$ cat config.mk
export PLATFORM = sky130hd
export DESIGN_NAME = log_hdr_rd_arb_flat
export DESIGN_NICKNAME = d
export VERILOG_FILES = /design/src/rtl/beehive_vr_pkg.sv /design/src/rtl/log_hdr_rd_arb_pkg.sv /design/src/rtl/log_hdr_rd_arb_if.sv /design/src/rtl/log_hdr_rd_tag_fifo.sv /design/src/rtl/log_hdr_rd_arb.sv /design/src/flat_wrapper.sv
export SDC_FILE = /design/constraint.sdc
export NUM_CORES = 1
export LEC_CHECK = 0
export CAP_MARGIN = 20
export CELL_PAD_IN_SITES_DETAIL_PLACEMENT = 0
export CELL_PAD_IN_SITES_GLOBAL_PLACEMENT = 1
export CORE_MARGIN = 1
export CORE_UTILIZATION = 16
export CTS_CLUSTER_SIZE = 30
export DETAILED_ROUTE_END_ITERATION = 16
export GPL_TIMING_DRIVEN = 1
export PLACE_DENSITY = 0.95
export SLEW_MARGIN = 10
export SYNTH_ARGS = -nofsm -noshare
export SYNTH_HDL_FRONTEND = slang
export SYNTH_HIERARCHICAL = 1
export SYNTH_SLANG_ARGS = --single-unit
export TNS_END_PERCENT = 30
$ cat constraint.sdc
create_clock -name clk -period 6.2 [get_ports clk]
set_input_delay 1.24 -clock clk [delete_from_list [all_inputs] [get_ports clk]]
set_output_delay 1.24 -clock clk [all_outputs]
set_load 0.05 [all_outputs]
$ cat src/rtl/beehive_vr_pkg.sv
// beehive_vr_pkg: shared log header entry type and log header memory geometry.
// Contents: LOG_HDR_DEPTH_W (header memory address width), LOG_HDR_RD_ARB_MAX_INFLIGHT
// (default read-arbiter in-flight depth) and the log_entry_hdr record.
package beehive_vr_pkg;
   localparam int LOG_HDR_DEPTH_W = 8;
   localparam int LOG_HDR_RD_ARB_MAX_INFLIGHT = 4;
   typedef struct packed {
      logic [31:0] view;
      logic [31:0] op_num;
      logic [15:0] body_len;
      logic [7:0]  flags;
   } log_entry_hdr;
endpackage

$ cat src/rtl/log_hdr_rd_arb_pkg.sv
// log_hdr_rd_arb_pkg: helpers for the log header read arbiter.
// Contents: LOG_HDR_RD_ARB_NUM_REQ default client count and rr_next(), the
// round-robin successor of a client id modulo the client count.
package log_hdr_rd_arb_pkg;
   localparam int LOG_HDR_RD_ARB_NUM_REQ = 2;
   function automatic int rr_next(input int id, input int n);
      return (id + 1 == n) ? 0 : id + 1;
   endfunction
endpackage

$ cat src/rtl/log_hdr_rd_arb_if.sv
// log_hdr_rd_arb_if: client and memory read channels around the log header read arbiter.
// Signals: cli_arb_rd_req_val/addr, arb_cli_rd_req_rdy (client request channel),
// arb_cli_rd_resp_val/data, cli_arb_rd_resp_rdy (client response channel),
// arb_log_hdr_mem_rd_req_val/addr, log_hdr_mem_arb_rd_req_rdy (memory request channel),
// log_hdr_mem_arb_rd_resp_val/data, arb_log_hdr_mem_rd_resp_rdy (memory response channel),
// arb_err_unexp_resp (sticky error). Modport slave is the arbiter; master is its surroundings.
interface log_hdr_rd_arb_if
   import beehive_vr_pkg::*;
#(
   parameter int NUM_REQ = 2
);
   logic [NUM_REQ-1:0]                 cli_arb_rd_req_val;
   logic [NUM_REQ*LOG_HDR_DEPTH_W-1:0] cli_arb_rd_req_addr;
   logic [NUM_REQ-1:0]                 arb_cli_rd_req_rdy;
   logic [NUM_REQ-1:0]                 arb_cli_rd_resp_val;
   log_entry_hdr                       arb_cli_rd_resp_data;
   logic [NUM_REQ-1:0]                 cli_arb_rd_resp_rdy;
   logic                               arb_log_hdr_mem_rd_req_val;
   logic [LOG_HDR_DEPTH_W-1:0]         arb_log_hdr_mem_rd_req_addr;
   logic                               log_hdr_mem_arb_rd_req_rdy;
   logic                               log_hdr_mem_arb_rd_resp_val;
   log_entry_hdr                       log_hdr_mem_arb_rd_resp_data;
   logic                               arb_log_hdr_mem_rd_resp_rdy;
   logic                               arb_err_unexp_resp;
   modport master (
      output cli_arb_rd_req_val, cli_arb_rd_req_addr, cli_arb_rd_resp_rdy,
             log_hdr_mem_arb_rd_req_rdy, log_hdr_mem_arb_rd_resp_val, log_hdr_mem_arb_rd_resp_data,
      input  arb_cli_rd_req_rdy, arb_cli_rd_resp_val, arb_cli_rd_resp_data,
             arb_log_hdr_mem_rd_req_val, arb_log_hdr_mem_rd_req_addr, arb_log_hdr_mem_rd_resp_rdy,
             arb_err_unexp_resp
   );
   modport slave (
      input  cli_arb_rd_req_val, cli_arb_rd_req_addr, cli_arb_rd_resp_rdy,
             log_hdr_mem_arb_rd_req_rdy, log_hdr_mem_arb_rd_resp_val, log_hdr_mem_arb_rd_resp_data,
      output arb_cli_rd_req_rdy, arb_cli_rd_resp_val, arb_cli_rd_resp_data,
             arb_log_hdr_mem_rd_req_val, arb_log_hdr_mem_rd_req_addr, arb_log_hdr_mem_rd_resp_rdy,
             arb_err_unexp_resp
   );
endinterface

$ cat src/rtl/log_hdr_rd_tag_fifo.sv
// log_hdr_rd_tag_fifo: W-wide, DEPTH-deep FIFO of requester ids for in-flight reads.
// Ports: clk, rst (sync active-low), push/push_data, pop, head (oldest entry),
// full, empty, count (occupancy). Push and pop may occur in the same cycle.
// DEPTH must be a power of two so the pointers wrap by overflow.
module log_hdr_rd_tag_fifo #(
   parameter int W     = 1,
   parameter int DEPTH = 4,
   parameter int CNT_W = $clog2(DEPTH) + 1
) (
   input  logic             clk,
   input  logic             rst,
   input  logic             push,
   input  logic [W-1:0]     push_data,
   input  logic             pop,
   output logic [W-1:0]     head,
   output logic             full,
   output logic             empty,
   output logic [CNT_W-1:0] count
);
   localparam int PTR_W = $clog2(DEPTH);
   logic [W-1:0]     mem [DEPTH];
   logic [PTR_W-1:0] rd_ptr, wr_ptr;
   logic             do_push, do_pop;
   assign full    = count == CNT_W'(DEPTH);
   assign empty   = count == '0;
   assign do_push = push & ~full;
   assign do_pop  = pop & ~empty;
   assign head    = mem[rd_ptr];
   always_ff @(posedge clk)
      if (do_push) mem[wr_ptr] <= push_data;
   always_ff @(posedge clk)
      if (!rst) begin
         rd_ptr <= '0;
         wr_ptr <= '0;
         count  <= '0;
      end else begin
         wr_ptr <= wr_ptr + PTR_W'(do_push);
         rd_ptr <= rd_ptr + PTR_W'(do_pop);
         count  <= count + CNT_W'(do_push) - CNT_W'(do_pop);
      end
endmodule

$ cat src/rtl/log_hdr_rd_arb.sv
// log_hdr_rd_arb: shares the log header memory read port between NUM_REQ clients.
// Ports: clk, rst (sync active-low), bus (log_hdr_rd_arb_if.slave: client request/response
// channels, memory request/response channels, sticky arb_err_unexp_resp).
// Round-robin request arbitration; a tag FIFO routes in-order responses back to their issuer.
// Optional LOG_HDR_RD_ARB_STATS_EN adds arb_stats_grants (per-client saturating accepted-request
// counters, 32 bits each) and arb_stats_full_cycles (cycles stalled on a full tag FIFO with a request pending).
module log_hdr_rd_arb
   import beehive_vr_pkg::*;
   import log_hdr_rd_arb_pkg::*;
#(
   parameter int NUM_REQ      = LOG_HDR_RD_ARB_NUM_REQ,
   parameter int NUM_REQ_W    = $clog2(NUM_REQ),
   parameter int MAX_INFLIGHT = LOG_HDR_RD_ARB_MAX_INFLIGHT,
   parameter int INFLIGHT_W   = $clog2(MAX_INFLIGHT) + 1
) (
   input  logic                   clk,
   input  logic                   rst,
   log_hdr_rd_arb_if.slave        bus
`ifdef LOG_HDR_RD_ARB_STATS_EN
   ,
   output logic [NUM_REQ*32-1:0]  arb_stats_grants,
   output logic [31:0]            arb_stats_full_cycles
`endif
);
   logic [NUM_REQ_W-1:0]  rr_ptr, win, head;
   logic [INFLIGHT_W-1:0] count;
   logic [NUM_REQ-1:0]    elig;
   logic                  blocked, any, push, pop, fifo_full, empty, err_q;
   // Full blocks grants regardless of a same-cycle pop, so resp_rdy never reaches req_rdy.
   assign blocked = count == INFLIGHT_W'(MAX_INFLIGHT);
   assign elig    = blocked ? '0 : bus.cli_arb_rd_req_val;
   assign any     = |elig;
   // Scanning downward lets the lowest rotated offset from rr_ptr overwrite the rest.
   always_comb begin
      win = '0;
      for (int k = NUM_REQ - 1; k >= 0; k--)
         if (elig[(int'(rr_ptr) + k) % NUM_REQ]) win = NUM_REQ_W'((int'(rr_ptr) + k) % NUM_REQ);
   end
   assign push = any & bus.log_hdr_mem_arb_rd_req_rdy;
   assign pop  = ~empty & bus.log_hdr_mem_arb_rd_resp_val & bus.cli_arb_rd_resp_rdy[head];
   assign bus.arb_log_hdr_mem_rd_req_val  = any;
   assign bus.arb_log_hdr_mem_rd_req_addr = bus.cli_arb_rd_req_addr[int'(win)*LOG_HDR_DEPTH_W +: LOG_HDR_DEPTH_W];
   assign bus.arb_cli_rd_req_rdy          = push ? NUM_REQ'(1) << win : '0;
   assign bus.arb_cli_rd_resp_val         = (!empty && bus.log_hdr_mem_arb_rd_resp_val) ? NUM_REQ'(1) << head : '0;
   assign bus.arb_cli_rd_resp_data        = bus.log_hdr_mem_arb_rd_resp_data;
   // With nothing in flight a stray beat is accepted and dropped instead of stalling the memory.
   assign bus.arb_log_hdr_mem_rd_resp_rdy = empty ? bus.log_hdr_mem_arb_rd_resp_val : bus.cli_arb_rd_resp_rdy[head];
   assign bus.arb_err_unexp_resp          = err_q;
   log_hdr_rd_tag_fifo #(
      .W     (NUM_REQ_W),
      .DEPTH (MAX_INFLIGHT),
      .CNT_W (INFLIGHT_W)
   ) u_tag_fifo (
      .clk       (clk),
      .rst       (rst),
      .push      (push),
      .push_data (win),
      .pop       (pop),
      .head      (head),
      .full      (fifo_full),
      .empty     (empty),
      .count     (count)
   );
   always_ff @(posedge clk)
      if (!rst) begin
         rr_ptr <= '0;
         err_q  <= 1'b0;
      end else begin
         if (push) rr_ptr <= NUM_REQ_W'(rr_next(int'(win), NUM_REQ));
         if (empty && bus.log_hdr_mem_arb_rd_resp_val) err_q <= 1'b1;
      end
   no_push_when_full: assert property (@(posedge clk) disable iff (!rst) !(fifo_full && push));
`ifdef LOG_HDR_RD_ARB_STATS_EN
   always_ff @(posedge clk)
      if (!rst) begin
         arb_stats_grants      <= '0;
         arb_stats_full_cycles <= '0;
      end else begin
         if (push && arb_stats_grants[int'(win)*32 +: 32] != '1)
            arb_stats_grants[int'(win)*32 +: 32] <= arb_stats_grants[int'(win)*32 +: 32] + 32'd1;
         if (blocked && |bus.cli_arb_rd_req_val && arb_stats_full_cycles != '1)
            arb_stats_full_cycles <= arb_stats_full_cycles + 32'd1;
      end
`endif
endmodule
$ cat src/flat_wrapper.sv
// flat-port wrapper written by rule: the top's interface ports become plain ports
module log_hdr_rd_arb_flat import beehive_vr_pkg::*; import log_hdr_rd_arb_pkg::*;
#(
   parameter int NUM_REQ      = LOG_HDR_RD_ARB_NUM_REQ,
   parameter int NUM_REQ_W    = $clog2(NUM_REQ),
   parameter int MAX_INFLIGHT = LOG_HDR_RD_ARB_MAX_INFLIGHT,
   parameter int INFLIGHT_W   = $clog2(MAX_INFLIGHT) + 1
)
  (clk, rst, bus_cli_arb_rd_req_val, bus_cli_arb_rd_req_addr, bus_cli_arb_rd_resp_rdy, bus_log_hdr_mem_arb_rd_req_rdy, bus_log_hdr_mem_arb_rd_resp_val, bus_log_hdr_mem_arb_rd_resp_data, bus_arb_cli_rd_req_rdy, bus_arb_cli_rd_resp_val, bus_arb_cli_rd_resp_data, bus_arb_log_hdr_mem_rd_req_val, bus_arb_log_hdr_mem_rd_req_addr, bus_arb_log_hdr_mem_rd_resp_rdy, bus_arb_err_unexp_resp);
  log_hdr_rd_arb_if #(.NUM_REQ(NUM_REQ)) bus_i ();
  input  logic clk;
  input  logic rst;
  input wire logic [$bits(bus_i.cli_arb_rd_req_val)-1:0] bus_cli_arb_rd_req_val;
  input wire logic [$bits(bus_i.cli_arb_rd_req_addr)-1:0] bus_cli_arb_rd_req_addr;
  input wire logic [$bits(bus_i.cli_arb_rd_resp_rdy)-1:0] bus_cli_arb_rd_resp_rdy;
  input wire logic [$bits(bus_i.log_hdr_mem_arb_rd_req_rdy)-1:0] bus_log_hdr_mem_arb_rd_req_rdy;
  input wire logic [$bits(bus_i.log_hdr_mem_arb_rd_resp_val)-1:0] bus_log_hdr_mem_arb_rd_resp_val;
  input wire logic [$bits(bus_i.log_hdr_mem_arb_rd_resp_data)-1:0] bus_log_hdr_mem_arb_rd_resp_data;
  output wire logic [$bits(bus_i.arb_cli_rd_req_rdy)-1:0] bus_arb_cli_rd_req_rdy;
  output wire logic [$bits(bus_i.arb_cli_rd_resp_val)-1:0] bus_arb_cli_rd_resp_val;
  output wire logic [$bits(bus_i.arb_cli_rd_resp_data)-1:0] bus_arb_cli_rd_resp_data;
  output wire logic [$bits(bus_i.arb_log_hdr_mem_rd_req_val)-1:0] bus_arb_log_hdr_mem_rd_req_val;
  output wire logic [$bits(bus_i.arb_log_hdr_mem_rd_req_addr)-1:0] bus_arb_log_hdr_mem_rd_req_addr;
  output wire logic [$bits(bus_i.arb_log_hdr_mem_rd_resp_rdy)-1:0] bus_arb_log_hdr_mem_rd_resp_rdy;
  output wire logic [$bits(bus_i.arb_err_unexp_resp)-1:0] bus_arb_err_unexp_resp;
  assign bus_i.cli_arb_rd_req_val = bus_cli_arb_rd_req_val;
  assign bus_i.cli_arb_rd_req_addr = bus_cli_arb_rd_req_addr;
  assign bus_i.cli_arb_rd_resp_rdy = bus_cli_arb_rd_resp_rdy;
  assign bus_i.log_hdr_mem_arb_rd_req_rdy = bus_log_hdr_mem_arb_rd_req_rdy;
  assign bus_i.log_hdr_mem_arb_rd_resp_val = bus_log_hdr_mem_arb_rd_resp_val;
  assign bus_i.log_hdr_mem_arb_rd_resp_data = bus_log_hdr_mem_arb_rd_resp_data;
  assign bus_arb_cli_rd_req_rdy = bus_i.arb_cli_rd_req_rdy;
  assign bus_arb_cli_rd_resp_val = bus_i.arb_cli_rd_resp_val;
  assign bus_arb_cli_rd_resp_data = bus_i.arb_cli_rd_resp_data;
  assign bus_arb_log_hdr_mem_rd_req_val = bus_i.arb_log_hdr_mem_rd_req_val;
  assign bus_arb_log_hdr_mem_rd_req_addr = bus_i.arb_log_hdr_mem_rd_req_addr;
  assign bus_arb_log_hdr_mem_rd_resp_rdy = bus_i.arb_log_hdr_mem_rd_resp_rdy;
  assign bus_arb_err_unexp_resp = bus_i.arb_err_unexp_resp;
  log_hdr_rd_arb #(.NUM_REQ(NUM_REQ), .NUM_REQ_W(NUM_REQ_W), .MAX_INFLIGHT(MAX_INFLIGHT), .INFLIGHT_W(INFLIGHT_W)) u_core (.clk(clk), .rst(rst), .bus(bus_i));
endmodule
# Word level (Yosys, flattened, before mapping)
# Memories as Yosys holds them, arrays and structs flattened. A register that Yosys moved wholly into a read port is not among the register bits.
# Index checks and enable logic that the tools add are counted.
classes:
  add_sub_neg: 6
  order_cmp: 3
  n_eq_ne: 2
  shifts: 3
  mux: 17
  bitwise: 8
  reduce_logical: 5
op_table:
  columns: ["cell", "count"]
  rows:
  - ["16-bit by 5-bit indexed part select with 8-bit output", 1]
  - ["1-bit 2-to-1 mux", 13]
  - ["2-bit 2-to-1 mux", 4]
  - ["1-bit bitwise AND", 5]
  - ["2-bit by 1-bit adder with 2-bit output", 2]
  - ["1-bit by 2-bit less-than comparator with 1-bit output, second input constant", 2]
  - ["1-bit by 1-bit left shift with 2-bit output, first input constant", 2]
  - ["3-bit by 1-bit adder with 3-bit output", 1]
  - ["3-bit equality test, second input constant", 1]
  - ["3-bit logical NOT", 1]
  - ["2-bit by 3-bit less-than comparator with 1-bit output, second input constant", 1]
  - ["3-bit by 1-bit subtractor with 3-bit output", 1]
  - ["1-bit by 1-bit adder with 2-bit output, second input constant", 1]
  - ["2-bit equality test, second input constant", 1]
  - ["1-bit logical AND", 2]
  - ["1-bit NOT", 2]
  - ["2-bit OR reduction", 1]
  - ["1-bit adder, second input constant", 1]
  - ["1-bit bitwise AND, first input constant", 1]
  - ["1-bit logical NOT", 1]
totals:
  ff_bits: 9
  mem_bits_rw: 4
  in_bits: 112
  output_inout_bits: 103
  word_cells: 50
  memories: 1
mem_list:
  columns: ["name", "words", "width", "rd", "rd_clocked_by_memory_dff", "wr", "line", "text"]
  rows:
  - ["u_core.u_tag_fifo.mem", 4, 1, 1, 1, 1, "log_hdr_rd_tag_fifo.sv:21", "logic [W-1:0] mem [DEPTH];"]

# Logic depth before layout (Yosys ltp)
depth:
  ltp_word: 10
  ltp_mapped: 9
  mapped_depth_nobuf: 9

# Hierarchy
# Netlist, hierarchy kept.
by_module_without_submodules:
  columns: ["mod", "n_inst", "cells_each", "area_per_inst_um2", "seq_area_each_um2"]
  rows:
  - ["log_hdr_rd_arb", 1, 121, 984.7, 40.0]
  - ["log_hdr_rd_tag_fifo", 1, 40, 511.7, 260.2]

# Worst setup path before layout
# No wires, ideal clock.
synth_path:
  kind: "in2out"
  from: "in bus_cli_arb_rd_req_val[0]"
  to: "out bus_arb_cli_rd_req_rdy[0]"
  t_arrival_ps: 2561
  setup_slack_ps: 2399
  stages: 2
  path_buffers: 0
  cell_sequence: "nand2b_1 -> a211oi_1"
synth_between:
  elab_chain_cells: 8
  elab_cells_between_ends: 12
  classes_between: "shift: 1; mux: 9; bitwise: 1; reduce/logical: 1"
synth_lines:
  columns: ["element", "line", "text"]
  rows:
  - ["from (decl)", "flat_wrapper.sv:13", "input wire logic [$bits(bus_i.cli_arb_rd_req_val)-1:0] bus_cli_arb_rd_req_val;"]
  - ["2-bit 2-to-1 mux (*)", "log_hdr_rd_arb.sv:31", "assign elig = blocked ? '0 : bus.cli_arb_rd_req_val;"]
  - ["1-bit 2-to-1 mux (not written as such) (3 in series)", "log_hdr_rd_arb.sv:37", "if (elig[(int'(rr_ptr) + k) % NUM_REQ]) win = NUM_REQ_W'((int'(rr_ptr) + k) % NUM_REQ);"]
  - ["1-bit 2-to-1 mux (2 in series)", "log_hdr_rd_arb.sv:37", null]
  - ["1-bit by 1-bit left shift with 2-bit output", "log_hdr_rd_arb.sv:43", "assign bus.arb_cli_rd_req_rdy = push ? NUM_REQ'(1) << win : '0;"]
  - ["2-bit 2-to-1 mux (*)", "log_hdr_rd_arb.sv:43", null]
  - ["to (decl)", "flat_wrapper.sv:19", "output wire logic [$bits(bus_i.arb_cli_rd_req_rdy)-1:0] bus_arb_cli_rd_req_rdy;"]
# Every way passes the cells marked *; elsewhere a longest branch is shown, timed or not. The select of a mux whose other input is x is not followed.

# Worst setup path after layout
layout_path:
  from: "in bus_cli_arb_rd_req_val[0]"
  to: "out bus_arb_log_hdr_mem_rd_req_addr[2]"
layout_between:
  elab_chain_cells: 7
  elab_cells_between_ends: 9
  classes_between: "shift: 1; mux: 8"
layout_lines:
  columns: ["element", "line", "text"]
  rows:
  - ["2-bit 2-to-1 mux (*)", "log_hdr_rd_arb.sv:31", null]
  - ["1-bit 2-to-1 mux (not written as such) (3 in series)", "log_hdr_rd_arb.sv:37", null]
  - ["1-bit 2-to-1 mux", "log_hdr_rd_arb.sv:37", null]
  - ["1-bit 2-to-1 mux (*)", "log_hdr_rd_arb.sv:37", null]
  - ["16-bit by 5-bit indexed part select with 8-bit output (*)", "log_hdr_rd_arb.sv:42", "assign bus.arb_log_hdr_mem_rd_req_addr = bus.cli_arb_rd_req_addr[int'(win)*LOG_HDR_DEPTH_W +: LOG_HDR_DEPTH_W] ..."]
  - ["to (decl)", "flat_wrapper.sv:23", "output wire logic [$bits(bus_i.arb_log_hdr_mem_rd_req_addr)-1:0] bus_arb_log_hdr_mem_rd_req_addr;"]
# Marks and branches as above.

==> summary.txt <==
Die
  – Num rows: 34
  – Initial Utilization: between 10% and 20%
  – Core ar.: between 8000 and 9000 sq um
  – DIE AREA: 9740 sq um
  – Die width: 98.7 um
  – Chip height: 98.7 um
  – I/O pin count: 215

Detailed routing
  – Initial DRC count: 11
  – Vias per cell: approximately 3.3
  – Post-route ant nets: 0
  – DRT Pass-1 Iters: 4
  – WL per Instance: ~11 um
  – Routed vias: ~740
  – Post-Route WL: 2530 um
  – DRC viols: 0

Flow run
  – Max-Cap Viols: 0

CTS
  – CTS root buf: clkbuf_8
  – Resize count post-CTS: 0
  – Setup bufs post-CTS: 0
  – Clock Sinks: 13
  – Later-pin clock latency in the skew report: 0.24 ns
  – Num CTS Buffers: 3
  – Htree depth: 1
  – Worst-path clk slew: about 0.050 ns
  – CTS tree: built
  – Hold-fix buffers, CTS: 0
  – Clock Tree Buf Depth: 2

Finish
  – Fin cells: 222
  – FILL cells: about 1000
  – Most common cell after layout, fill and taps aside: clkdlybuf4s50_1
  – Nets: 230
  – Area Overhead vs Synth: -7.94%
  – Layout cells sized above 1: 17.5%
  – ANT cells: 0
  – Most frequent cells in the layout: clkdlybuf4s50_1, dfxtp_1, nor2_1, mux2_4, and2_1
  – Final Util: between 15 and 20%

Global route
  – First-pass GRT wire length: 3880 um
  – Initial antenna violation count: 0
  – GRT Util Overall: between 5 and 6%
  – Vias in the first global route: 804
  – Global route total overflow: 0
  – Largest net degree at the start of global routing: 12

Timing
  – Worst-margin pin slew: 0.520 ns
  – Slew Viols, Final: 0
  – # setup viols final: 0
  – Tcrit/Tclk final: 70.0%
  – Fin. Hold Viols: 0
  – Final min period: 4.34 ns
  – RSZ-0062 raised after global routing: false
  – Worst rel slew slack: 65.2%
  – Layout Skew: 0.00156 ns
  – Fmax achieved: 0.230 GHz
  – Setup TNS Final: 0 ns

Pwr
  – Power density over the cells: 307 nW/um^2
  – Power Total: approximately 420 uW
  – Lkg Pwr: 0.000542 uW
  – VDD IR max: 0.0754 mV

Placed design
  – Cells after DPL: 218
  – Port Buffers: 38
  – DP HPWL: 2060 um
  – GPL Wtd Cong: between 0.6 and 0.7

Setup path
  – CP Capture Type: output port
  – CP Cell Sequence: clkdlybuf4s50_1, nand2b_1, nand3b_4, mux2_2, clkdlybuf4s50_1
  – Worst path most repeated cell: clkdlybuf4s50_1
  – Critical path type: in -> out
  – Crit start category: input pin
  – Worst path bufs/invs: 2
  – Worst endpoint required time: 4.96 ns
  – CP max stage cell: clkdlybuf4s50_1
  – Critical path fanouts, max: 11
  – Crit-path max cell delay: 0.70 ns
  – Top delay family on crit path: buffers and inverters
  – Worst EP arrival: 3.10 ns

Yosys
  – Synthesized area: 1500 sq um
  – Synthesized net count: 276
  – Async set or reset register ratio after synthesis: 0%
  – EDFF count, synth: 4
  – Register area share after synthesis: 20.1%
  – Mapped Cells: 161
  – Ys flop type: dfxtp_1
  – Warnings, synthesis: 6
  – Mean Syn Cell Area: about 9.3 sq um
  – Synthesized flop and latch total: 13
  – Unique masters post-synth: 31

Hold path
  – Tightest Hold Check Type: reg -> reg

Run status
  – Status: finished, final reports clean
[report_power, final]
| part | total (uW) | switching [uW] | internal (uW) |
|---|---|---|---|
| clock | 74.9 | 30.6 | 44.4 |
| combinational | 217 | 119 | 98.1 |
| sequential | 131 | 23.7 | 107 |
[per-stage QoR]
stage / hold slack (ns) / worst slack [ns] / area [sq um]
floorplan: 0.501 / 2.40 / 1500
global placement: 0.467 / 1.87 / 1330
detailed placement: 0.480 / 1.85 / 1330
CTS: 0.494 / 1.85 / 1380
global route: 0.547 / 1.81 / 1380
finish: 0.485 / 1.86 / 1380
[path summary, 6_finish.rpt]
path	startpoint	end	slack, ns	depth (start not counted)
hold / removal	u_core/bus.arb_err_unexp_resp	u_core/bus.arb_err_unexp_resp	0.48	2
hold reg to reg	u_core/bus.arb_err_unexp_resp	u_core/bus.arb_err_unexp_resp	0.48	2
setup reg to reg	u_core/u_tag_fifo/rd_ptr[0]	u_core/u_tag_fifo/count[2]	3.60	9
setup / recovery	bus_cli_arb_rd_req_val[0]	bus_arb_log_hdr_mem_rd_req_addr[2]	1.86	5
[worst min-delay path: stages (launching register included)]
cell     delay (ns)
dfxtp_1        0.32
a21oi_1        0.04
nor2b_1        0.09
[synth_stat cells, types with 2 or more instances]
master	n	share of area [%]
xor2_1	2	1.2
nor3b_1	2	1.0
inv_1	5	1.3
mux2_4	7	7.0
buf_4	88	44
nor2_1	7	1.8
edfxtp_1	4	8.0
nand2b_1	3	1.3
ha_1	2	1.7
and2_1	7	2.9
mux2i_1	2	1.3
xnor2_1	4	2.3
nor3_1	2	0.67
dfxtp_1	9	12
[area by class of cell]
type	count	area, sq um	share of cell area, %
Clock buffer	3	41.3	3.00
Clock inverter	1	5.00	0.363
Inverter	6	22.5	1.63
Multi-Input combinational cell	53	493	35.8
Sequential cell	13	300	21.8
Tap cell	108	135	9.81
Timing Repair Buffer	38	380	27.6
[kinds of logic after synthesis]
kind of cell	count (synthesis)	share of synthesized area, %
XOR/XNOR	6	3.51
adder cells (fa/ha/maj)	3	3.01
buffers and inverters	95	47.0
AO/OA/AOI/OAI	6	3.34
flip-flops	13	20.1
multiplexers	11	10.6
AND/OR/NAND/NOR	27	12.5
[per-layer routing]
layer	vias up	share of wire, %	global-route usage [%]
li1	334	-	-
met1	338	31	4.28
met2	43	47	7.75
met3	26	16	4.68
met4	0	5.2	3.67
met5	-	0	0
[flip-flops by register name (all words and copies together) (netlist names)]
| register | flops |
|---|---|
| u_core/u_tag_fifo/mem | 4 |
| u_core/u_tag_fifo/wr_ptr | 2 |
| u_core/bus.arb_err_unexp_resp | 1 |
| u_core/u_tag_fifo/count | 3 |
| u_core/rr_ptr | 1 |
| u_core/u_tag_fifo/rd_ptr | 2 |
Power figures use the tool's default switching activity.
